**src/rtl/mci_control_fsm_if.sv**
```systemverilog
// Fetch/decode bundle between the control sequencer and the datapath/instruction memory.
// The master side is the sequencer; the slave side is the datapath plus instruction memory.
interface mci_control_fsm_if #(
  parameter int CNT_W = 16
);
  logic [31:0]      inst_i;
  logic             imem_ack_i;
  logic             zero_i;
  logic [31:0]      pc_o;
  logic             imem_req_o;
  logic [5:0]       op_code_o;
  logic [4:0]       rd_reg1_o;
  logic [4:0]       rd_reg2_o;
  logic [4:0]       wr_reg_o;
  logic             wr_enable_o;
  logic             halt_o;
  logic [CNT_W-1:0] retired_o;

  modport master (
    input  inst_i, imem_ack_i, zero_i,
    output pc_o, imem_req_o, op_code_o, rd_reg1_o, rd_reg2_o, wr_reg_o,
           wr_enable_o, halt_o, retired_o
  );

  modport slave (
    output inst_i, imem_ack_i, zero_i,
    input  pc_o, imem_req_o, op_code_o, rd_reg1_o, rd_reg2_o, wr_reg_o,
           wr_enable_o, halt_o, retired_o
  );
endinterface

```
**src/rtl/mci_control_fsm.sv**
```systemverilog
// Multicycle sequencer for the R-type/BEQ MIPS subset: owns PC and IR, fetches over
// req/ack, strobes the register-file write and resolves BEQ from the ALU zero flag.
module mci_control_fsm #(
  parameter logic [31:0] RESET_PC = 32'h0000_0000,
  parameter int          CNT_W    = 16
) (
  input  logic clk,
  input  logic rst_n,
  mci_control_fsm_if.master bus
);

  typedef enum logic [2:0] {
    S_FETCH,
    S_DECODE,
    S_EXEC_R,
    S_WB_R,
    S_BRANCH,
    S_HALT
  } state_t;

  localparam logic [5:0] OP_RTYPE = 6'b000000;
  localparam logic [5:0] OP_BEQ   = 6'b000100;

  state_t           state_reg;
  logic [31:0]      pc_reg;
  logic [31:0]      pc4_reg;
  logic [31:0]      ir_reg;
  logic [CNT_W-1:0] retired_reg;
  logic             imem_req_reg;
  logic             wr_enable_reg;
  logic             halt_reg;

  logic [31:0] branch_off;
  assign branch_off = {{14{ir_reg[15]}}, ir_reg[15:0], 2'b00};

  // Outputs are registered alongside the state so they change in the same cycle the state does.
  always_ff @(posedge clk or negedge rst_n) begin
    if (!rst_n) begin
      state_reg     <= S_FETCH;
      pc_reg        <= RESET_PC;
      pc4_reg       <= 32'd0;
      ir_reg        <= 32'd0;
      retired_reg   <= '0;
      imem_req_reg  <= 1'b1;
      wr_enable_reg <= 1'b0;
      halt_reg      <= 1'b0;
    end else begin
      case (state_reg)
        S_FETCH: begin
          if (bus.imem_ack_i) begin
            ir_reg       <= bus.inst_i;
            pc4_reg      <= pc_reg + 32'd4;
            imem_req_reg <= 1'b0;
            state_reg    <= S_DECODE;
          end
        end
        S_DECODE: begin
          case (ir_reg[31:26])
            OP_RTYPE: state_reg <= S_EXEC_R;
            OP_BEQ:   state_reg <= S_BRANCH;
            default: begin
              halt_reg  <= 1'b1;
              state_reg <= S_HALT;
            end
          endcase
        end
        S_EXEC_R: begin
          wr_enable_reg <= 1'b1;
          state_reg     <= S_WB_R;
        end
        S_WB_R: begin
          wr_enable_reg <= 1'b0;
          pc_reg        <= pc4_reg;
          retired_reg   <= retired_reg + CNT_W'(1);
          imem_req_reg  <= 1'b1;
          state_reg     <= S_FETCH;
        end
        S_BRANCH: begin
          pc_reg       <= bus.zero_i ? (pc4_reg + branch_off) : pc4_reg;
          retired_reg  <= retired_reg + CNT_W'(1);
          imem_req_reg <= 1'b1;
          state_reg    <= S_FETCH;
        end
        S_HALT: begin
          state_reg <= S_HALT;
        end
        default: begin
          imem_req_reg  <= 1'b1;
          wr_enable_reg <= 1'b0;
          state_reg     <= S_FETCH;
        end
      endcase
    end
  end

  assign bus.pc_o        = pc_reg;
  assign bus.imem_req_o  = imem_req_reg;
  assign bus.wr_enable_o = wr_enable_reg;
  assign bus.halt_o      = halt_reg;
  assign bus.retired_o   = retired_reg;

  // Field decode is combinational off IR, so fields hold until the next instruction latches.
  assign bus.op_code_o = ir_reg[31:26];
  assign bus.rd_reg1_o = ir_reg[25:21];
  assign bus.rd_reg2_o = ir_reg[20:16];
  assign bus.wr_reg_o  = (ir_reg[31:26] == OP_RTYPE) ? ir_reg[15:11] : 5'd0;

endmodule

```
**src/flat_wrapper.sv**
```systemverilog
// flat-port wrapper written by rule: the top's interface ports become plain ports
module mci_control_fsm_flat 
#(
  parameter logic [31:0] RESET_PC = 32'h0000_0000,
  parameter int          CNT_W    = 16
)
  (clk, rst_n, bus_inst_i, bus_imem_ack_i, bus_zero_i, bus_pc_o, bus_imem_req_o, bus_op_code_o, bus_rd_reg1_o, bus_rd_reg2_o, bus_wr_reg_o, bus_wr_enable_o, bus_halt_o, bus_retired_o);
  mci_control_fsm_if #(.CNT_W(CNT_W)) bus_i ();
  input  logic clk;
  input  logic rst_n;
  input wire logic [$bits(bus_i.inst_i)-1:0] bus_inst_i;
  input wire logic [$bits(bus_i.imem_ack_i)-1:0] bus_imem_ack_i;
  input wire logic [$bits(bus_i.zero_i)-1:0] bus_zero_i;
  output wire logic [$bits(bus_i.pc_o)-1:0] bus_pc_o;
  output wire logic [$bits(bus_i.imem_req_o)-1:0] bus_imem_req_o;
  output wire logic [$bits(bus_i.op_code_o)-1:0] bus_op_code_o;
  output wire logic [$bits(bus_i.rd_reg1_o)-1:0] bus_rd_reg1_o;
  output wire logic [$bits(bus_i.rd_reg2_o)-1:0] bus_rd_reg2_o;
  output wire logic [$bits(bus_i.wr_reg_o)-1:0] bus_wr_reg_o;
  output wire logic [$bits(bus_i.wr_enable_o)-1:0] bus_wr_enable_o;
  output wire logic [$bits(bus_i.halt_o)-1:0] bus_halt_o;
  output wire logic [$bits(bus_i.retired_o)-1:0] bus_retired_o;
  assign bus_i.inst_i = bus_inst_i;
  assign bus_i.imem_ack_i = bus_imem_ack_i;
  assign bus_i.zero_i = bus_zero_i;
  assign bus_pc_o = bus_i.pc_o;
  assign bus_imem_req_o = bus_i.imem_req_o;
  assign bus_op_code_o = bus_i.op_code_o;
  assign bus_rd_reg1_o = bus_i.rd_reg1_o;
  assign bus_rd_reg2_o = bus_i.rd_reg2_o;
  assign bus_wr_reg_o = bus_i.wr_reg_o;
  assign bus_wr_enable_o = bus_i.wr_enable_o;
  assign bus_halt_o = bus_i.halt_o;
  assign bus_retired_o = bus_i.retired_o;
  mci_control_fsm #(.RESET_PC(RESET_PC), .CNT_W(CNT_W)) u_core (.clk(clk), .rst_n(rst_n), .bus(bus_i));
endmodule
```
**config.mk**
```make
export PLATFORM = sky130hd
export DESIGN_NAME = mci_control_fsm_flat
export DESIGN_NICKNAME = d
export VERILOG_FILES = /design/src/rtl/mci_control_fsm_if.sv /design/src/rtl/mci_control_fsm.sv /design/src/flat_wrapper.sv
export SDC_FILE = /design/constraint.sdc
export NUM_CORES = 1
export LEC_CHECK = 0
export CAP_MARGIN = 15
export CORE_MARGIN = 2
export CORE_UTILIZATION = 35
export DETAILED_ROUTE_END_ITERATION = 8
export PLACE_DENSITY = 0.67
export SKIP_LAST_GASP = 1
export SLEW_MARGIN = 20
export SYNTH_ARGS = -nofsm -noshare
export SYNTH_HDL_FRONTEND = slang
export SYNTH_SLANG_ARGS = --single-unit
export TNS_END_PERCENT = 10
```
**constraint.sdc**
```tcl
create_clock -name clk -period 3.4 [get_ports clk]
set_input_delay 0.85 -clock clk [delete_from_list [all_inputs] [get_ports clk]]
set_output_delay 0.85 -clock clk [all_outputs]
set_load 0.005 [all_outputs]
```
== After elaboration in Yosys (flattened, before gate mapping) ==
Cells that the tools add are included.
Word-level totals
  register bits: 118
  bits in latches: 0
  RAM bits: 0
  memory bits (read-only): 0
  bits of input ports: 36
  output and inout port bits: 72
  memories: 0
Cells by class
  add/subtract/negate cells: 3
  $mul: 0
  div/mod/pow operators: 0
  $lt $le $gt $ge: 0
  equality and inequality tests: 7
  shift-type cells: 0
  muxes and demuxes: 9
  bitwise gates (word level): 2
  reductions and logical operators: 10
Operators by type and width (count)
  $pmux 32 s2: 1
  $add 32x3->32 const B: 1
  $add 32x32->32: 1
  $mux 32: 1
  $add 16x1->16 const B: 1
  $pmux 3 s4: 1
  $eq 3x2->1 const B: 2
  $eq 3x3->1 const B: 2
  $eq 6x3->1 const B: 1
  $logic_not 6->1: 1
  $pmux 3 s2: 1
  $reduce_and 2->1: 3
  $mux 5: 1
  $pmux 1 s2: 2
  $reduce_or 2->1: 2
  $reduce_or 4->1: 1
  $eq 3x1->1 const B: 1
  $logic_not 3->1: 1
  $mux 3: 1
  $reduce_or 3->1: 1
  $ne 2x2->1 const B: 1
  $not 1->1: 2
  $reduce_bool 2->1: 1
  $mux 1: 1

== Longest topological paths before layout ==
  depth in word-level cells: 4
  depth in mapped cells: 11
  mapped depth without buffers: 11

== Worst setup path before layout ==
Ideal clock, no wire load.
  path type: reg2reg
  from: reg u_core.pc4_reg[2]
  to: reg u_core.pc_reg[28], in the netlist u_core.bus.pc_o[28]
  setup time: 0.130 ns
  arrival time: 2.606 ns
  setup slack: 0.664 ns
  cell stages (with the launch flop): 12
  period minus slack after synthesis: 2.736 ns
  cells stage by stage: dfrtp_1 ha_1 fa_1 a211oi_1 o211ai_1 a32o_1 a211o_1 a41oi_2 nand2b_1 a21oi_1 xnor2_1 o21ai_1
On the way
  longest elaborated chain between the ends: 3
Ends and longest elaborated chain
  from (decl): line mci_control_fsm.sv:26  | logic [31:0] pc4_reg;
  from (signal assigned): line mci_control_fsm.sv:52  | pc4_reg <= pc_reg + 32'd4;
  $add 32x32->32: line mci_control_fsm.sv:79  | pc_reg <= bus.zero_i ? (pc4_reg + branch_off) : pc4_reg;
  $mux 32: line mci_control_fsm.sv:79
  $pmux 32 s2: line mci_control_fsm.sv:48  | case (state_reg)
  to (signal assigned): line mci_control_fsm.sv:73  | pc_reg <= pc4_reg;
  to (signal assigned): line mci_control_fsm.sv:79
  to (decl): line mci_control_fsm.sv:25  | logic [31:0] pc_reg;
No other way between the ends.
A chain may end at the register's enable or synchronous reset.

== Final worst setup path ==
Ends and elaborated chain as after synthesis.

==> insert_results.sql <==
INSERT INTO impl_metrics (metric_group, metric, value, unit) VALUES
('place', 'dpl-instance-area', '7950', 'um2'),
('place', 'gp_congestion', '0.862', ''),
('worst_setup_path', 'crit_path_cell_trace', 'ha_1 -> fa_1 -> a211oi_1 -> o211ai_1 -> a32o_1 -> a211o_1 -> a41oi_2 -> nand2b_1 -> a21oi_1 -> xnor2_1 -> o21ai_1', ''),
('die', 'core', '18700', 'um2'),
('clock_network', 'cts_resized', '0', ''),
('synth', 'async_flop_share', '1.00', ''),
('cells_and_area', 'antenna_cells_inserted', '0', ''),
('routing', 'detailedRoute.firstIterationViolations', '195', ''),
('timing', 'final-setup-viol-count', '0', ''),
('die', 'die_width', '142', 'um'),
('clock_network', 'clock_tree.buffer_depth', '2', ''),
('clock_network', 'clock-sinks', '118', ''),
('timing', 'grt_setup_unrepaired', 'no', ''),
('clock_network', 'clock_tree.root_cell', 'clkbuf_16', ''),
('power', 'power.switching_fraction', '0.405', ''),
('power', 'p_clk_frac', '0.194', ''),
('power', 'power.internal', '5.70', 'mW'),
('clock_network', 'cts.reportedPaths.clkPinSlew', '0.06', 'ns'),
('synth', 'synth_commonest_cells', 'dfrtp_1 (117), a21oi_1 (72), nor2_1 (66), nand2_1 (55), mux2_2 (37)', ''),
('power', 'power.sequential.fraction', '0.281', ''),
('clock_network', 'post-cts-setup-buffers', '0', ''),
('routing', 'detail_route.first_pass.iterations', '4', ''),
('worst_setup_path', 'critical_r2r_launch', 'u_core.pc4_reg[2]', ''),
('clock_network', 'worst_skew_pair.late_latency', '0.42', 'ns'),
('synth', 'synthesis.yosys.warnings', '0', ''),
('global_routing', 'grt_start_max_net_pins', '77', ''),
('place', 'place.detailed.instances', '996', ''),
('cells_and_area', 'finalNonFillerCells', '1028', ''),
('synth', 'synth_top_area_share', '0.438', ''),
('flow_run', 'number_of_max_cap_violations', '0', ''),
('worst_setup_path', 'critical_path.reg2reg.endpoint', 'u_core.bus.pc_o[28]', ''),
('power', 'power.combinational.fraction', '0.525', ''),
('synth', 'post_synth.cell_area_avg', '9.78', 'um2'),
('global_routing', 'vias_in_the_first_global_route', '5284', ''),
('power', 'net-switching-power', '3.88', 'mW'),
('global_routing', 'grt_antenna_before_repair', '0', ''),
('synth', 'synth.lib_cells_used.distinct', '54', ''),
('global_routing', 'global_route_total_usage_across_every_layer', '0.166', ''),
('run_status', 'run_status', 'complete, no violations', ''),
('timing', 'maxSlewViolCount', '0', ''),
('die', 'floorplan.die_area', '20200', 'um2'),
('cells_and_area', 'finalNetCount', '849', ''),
('synth', 'dominantRegCellSynth', 'dfrtp_1', ''),
('worst_setup_path', 'cp_num_buf_inv', '0', ''),
('worst_setup_path', 'cp_top_family', 'compound AO/OA/AOI/OAI gates', ''),
('worst_setup_path', 'critical_path_cell_with_the_highest_stage_delay', 'fa_1', ''),
('routing', 'wirelength', '15.9', 'mm'),
('cells_and_area', 'post_route_cells_drive_above_1_share', '0.116', ''),
('synth', 'seq_area_frac_synth', '0.442', ''),
('die', 'chipHeight', '142', 'um'),
('timing', 'fin_hold_ws', '0.387', 'ns'),
('synth', 'synthMostInstantiatedCell', 'dfrtp_1', ''),
('worst_setup_path', 'crit_arrival', '3.42', 'ns'),
('timing', 'slew-limit-headroom', '0.568', ''),
('clock_network', 'cts_inserted_buffers', '17', ''),
('place', 'detailed_place_hpwl', '11.3', 'mm'),
('die', 'floorplan.rows', '50', ''),
('routing', 'drc', '0', ''),
('routing', 'dr_total_vias', '5287', ''),
('cells_and_area', 'area_added_between_synthesis_and_finish', '28.1', '%'),
('timing', 'worst-slew-pin-transition', '0.648', 'ns'),
('synth', 'syn_inst', '684', ''),
('place', 'number_of_buffers_inserted_by_port_buffering', '107', ''),
('worst_setup_path', 'crit_path_launch_type', 'register', ''),
('power', 'power.density', '1120', 'nW/um2'),
('synth', 'postSynthRegisterBits', '118', ''),
('die', 'design.portCount', '108', ''),
('global_routing', 'globalRoute.totalOverflow', '0', ''),
('power', 'peakVddDrop', '538', 'uV'),
('timing', 'min_period_over_period', '0.919', ''),
('clock_network', 'clock_tree.htree_level_count', '4', '');
-- through the flow --
stage / setup WS (ns) / total power, mW / utilization
2_1_floorplan: 0.664 / 6.21 / -
3_3_place_gp: 0.374 / 7.65 / 0.425
3_5_place_dp: 0.304 / 7.73 / 0.425
4_1_cts: 0.288 / 9.65 / 0.458
5_1_grt: 0.0927 / 10.4 / 0.458
6_report: 0.277 / 9.58 / 0.458
-- power by group through the flow --
stage                     Sequential, mW  Clock [mW]  Combinational, mW
after detailed placement            2.70           0               5.03
after global routing                2.79        1.97               5.66
after floorplan                     2.53           0               3.68
after CTS                           2.69        1.90               5.06
after global placement              2.69           0               4.96
final                               2.69        1.86               5.03
-- layer usage --
layer,GRT usage,vias to the layer above,share of wire
li1,-,2614,-
met1,0.226,2541,0.49
met2,0.260,117,0.45
met3,0.0434,15,0.045
met4,0.0521,0,0.013
met5,0,-,0
-- logic make-up after synthesis --
kind of cell / after synthesis / synth area share
XOR/XNOR: 66 / 0.0865
buffers and inverters: 52 / 0.0387
flip-flops: 118 / 0.442
AND/OR/NAND/NOR: 209 / 0.150
AO/OA/AOI/OAI: 167 / 0.156
multiplexers: 40 / 0.0668
adder cells (fa/ha/maj): 32 / 0.0610
-- cell type report --
| type | count | area [um2] |
|---|---|---|
| Clock buffer | 18 | 439 |
| Clock inverter | 14 | 176 |
| Fill cell | 1765 | 10100 |
| Sequential cell | 118 | 2950 |
| Multi-Input combinational cell | 514 | 3480 |
| Tap cell | 234 | 293 |
| Inverter | 12 | 45.0 |
| Timing Repair Buffer | 118 | 1180 |
-- worst max path at each step --
stage,endpoint,startpoint,cells after the start
3_3_place_gp,u_core.bus.pc_o[30],u_core.pc4_reg[2],11
4_1_cts,u_core.bus.pc_o[28],u_core.pc4_reg[2],11
2_1_floorplan,u_core.bus.pc_o[28],u_core.pc4_reg[2],11
5_1_grt,u_core.bus.pc_o[28],u_core.pc4_reg[2],11
6_report,u_core.bus.pc_o[28],u_core.pc4_reg[2],11
3_5_place_dp,u_core.bus.pc_o[30],u_core.pc4_reg[2],11
-- cells in the final DEF, fill, tap and decap left out, drive strengths merged, types with 3 or more instances in the layout --
cell type        n
mux2i            3
and4             4
nor2            66
nor3             9
o211ai           3
nand3           23
a22oi           17
a211oi           4
clkdlybuf4s50  106
clkbuf          18
ha              31
nand4            6
o21ai           39
and2             8
and3            16
mux2            37
a21o             9
a31oi            5
nand2           55
buf             12
inv             14
nand2b           9
clkinv           7
xnor2           35
a21oi           72
nor2b            5
dfrtp          117
bufinv           3
xor2            31
(Power assumes the default switching activity.)
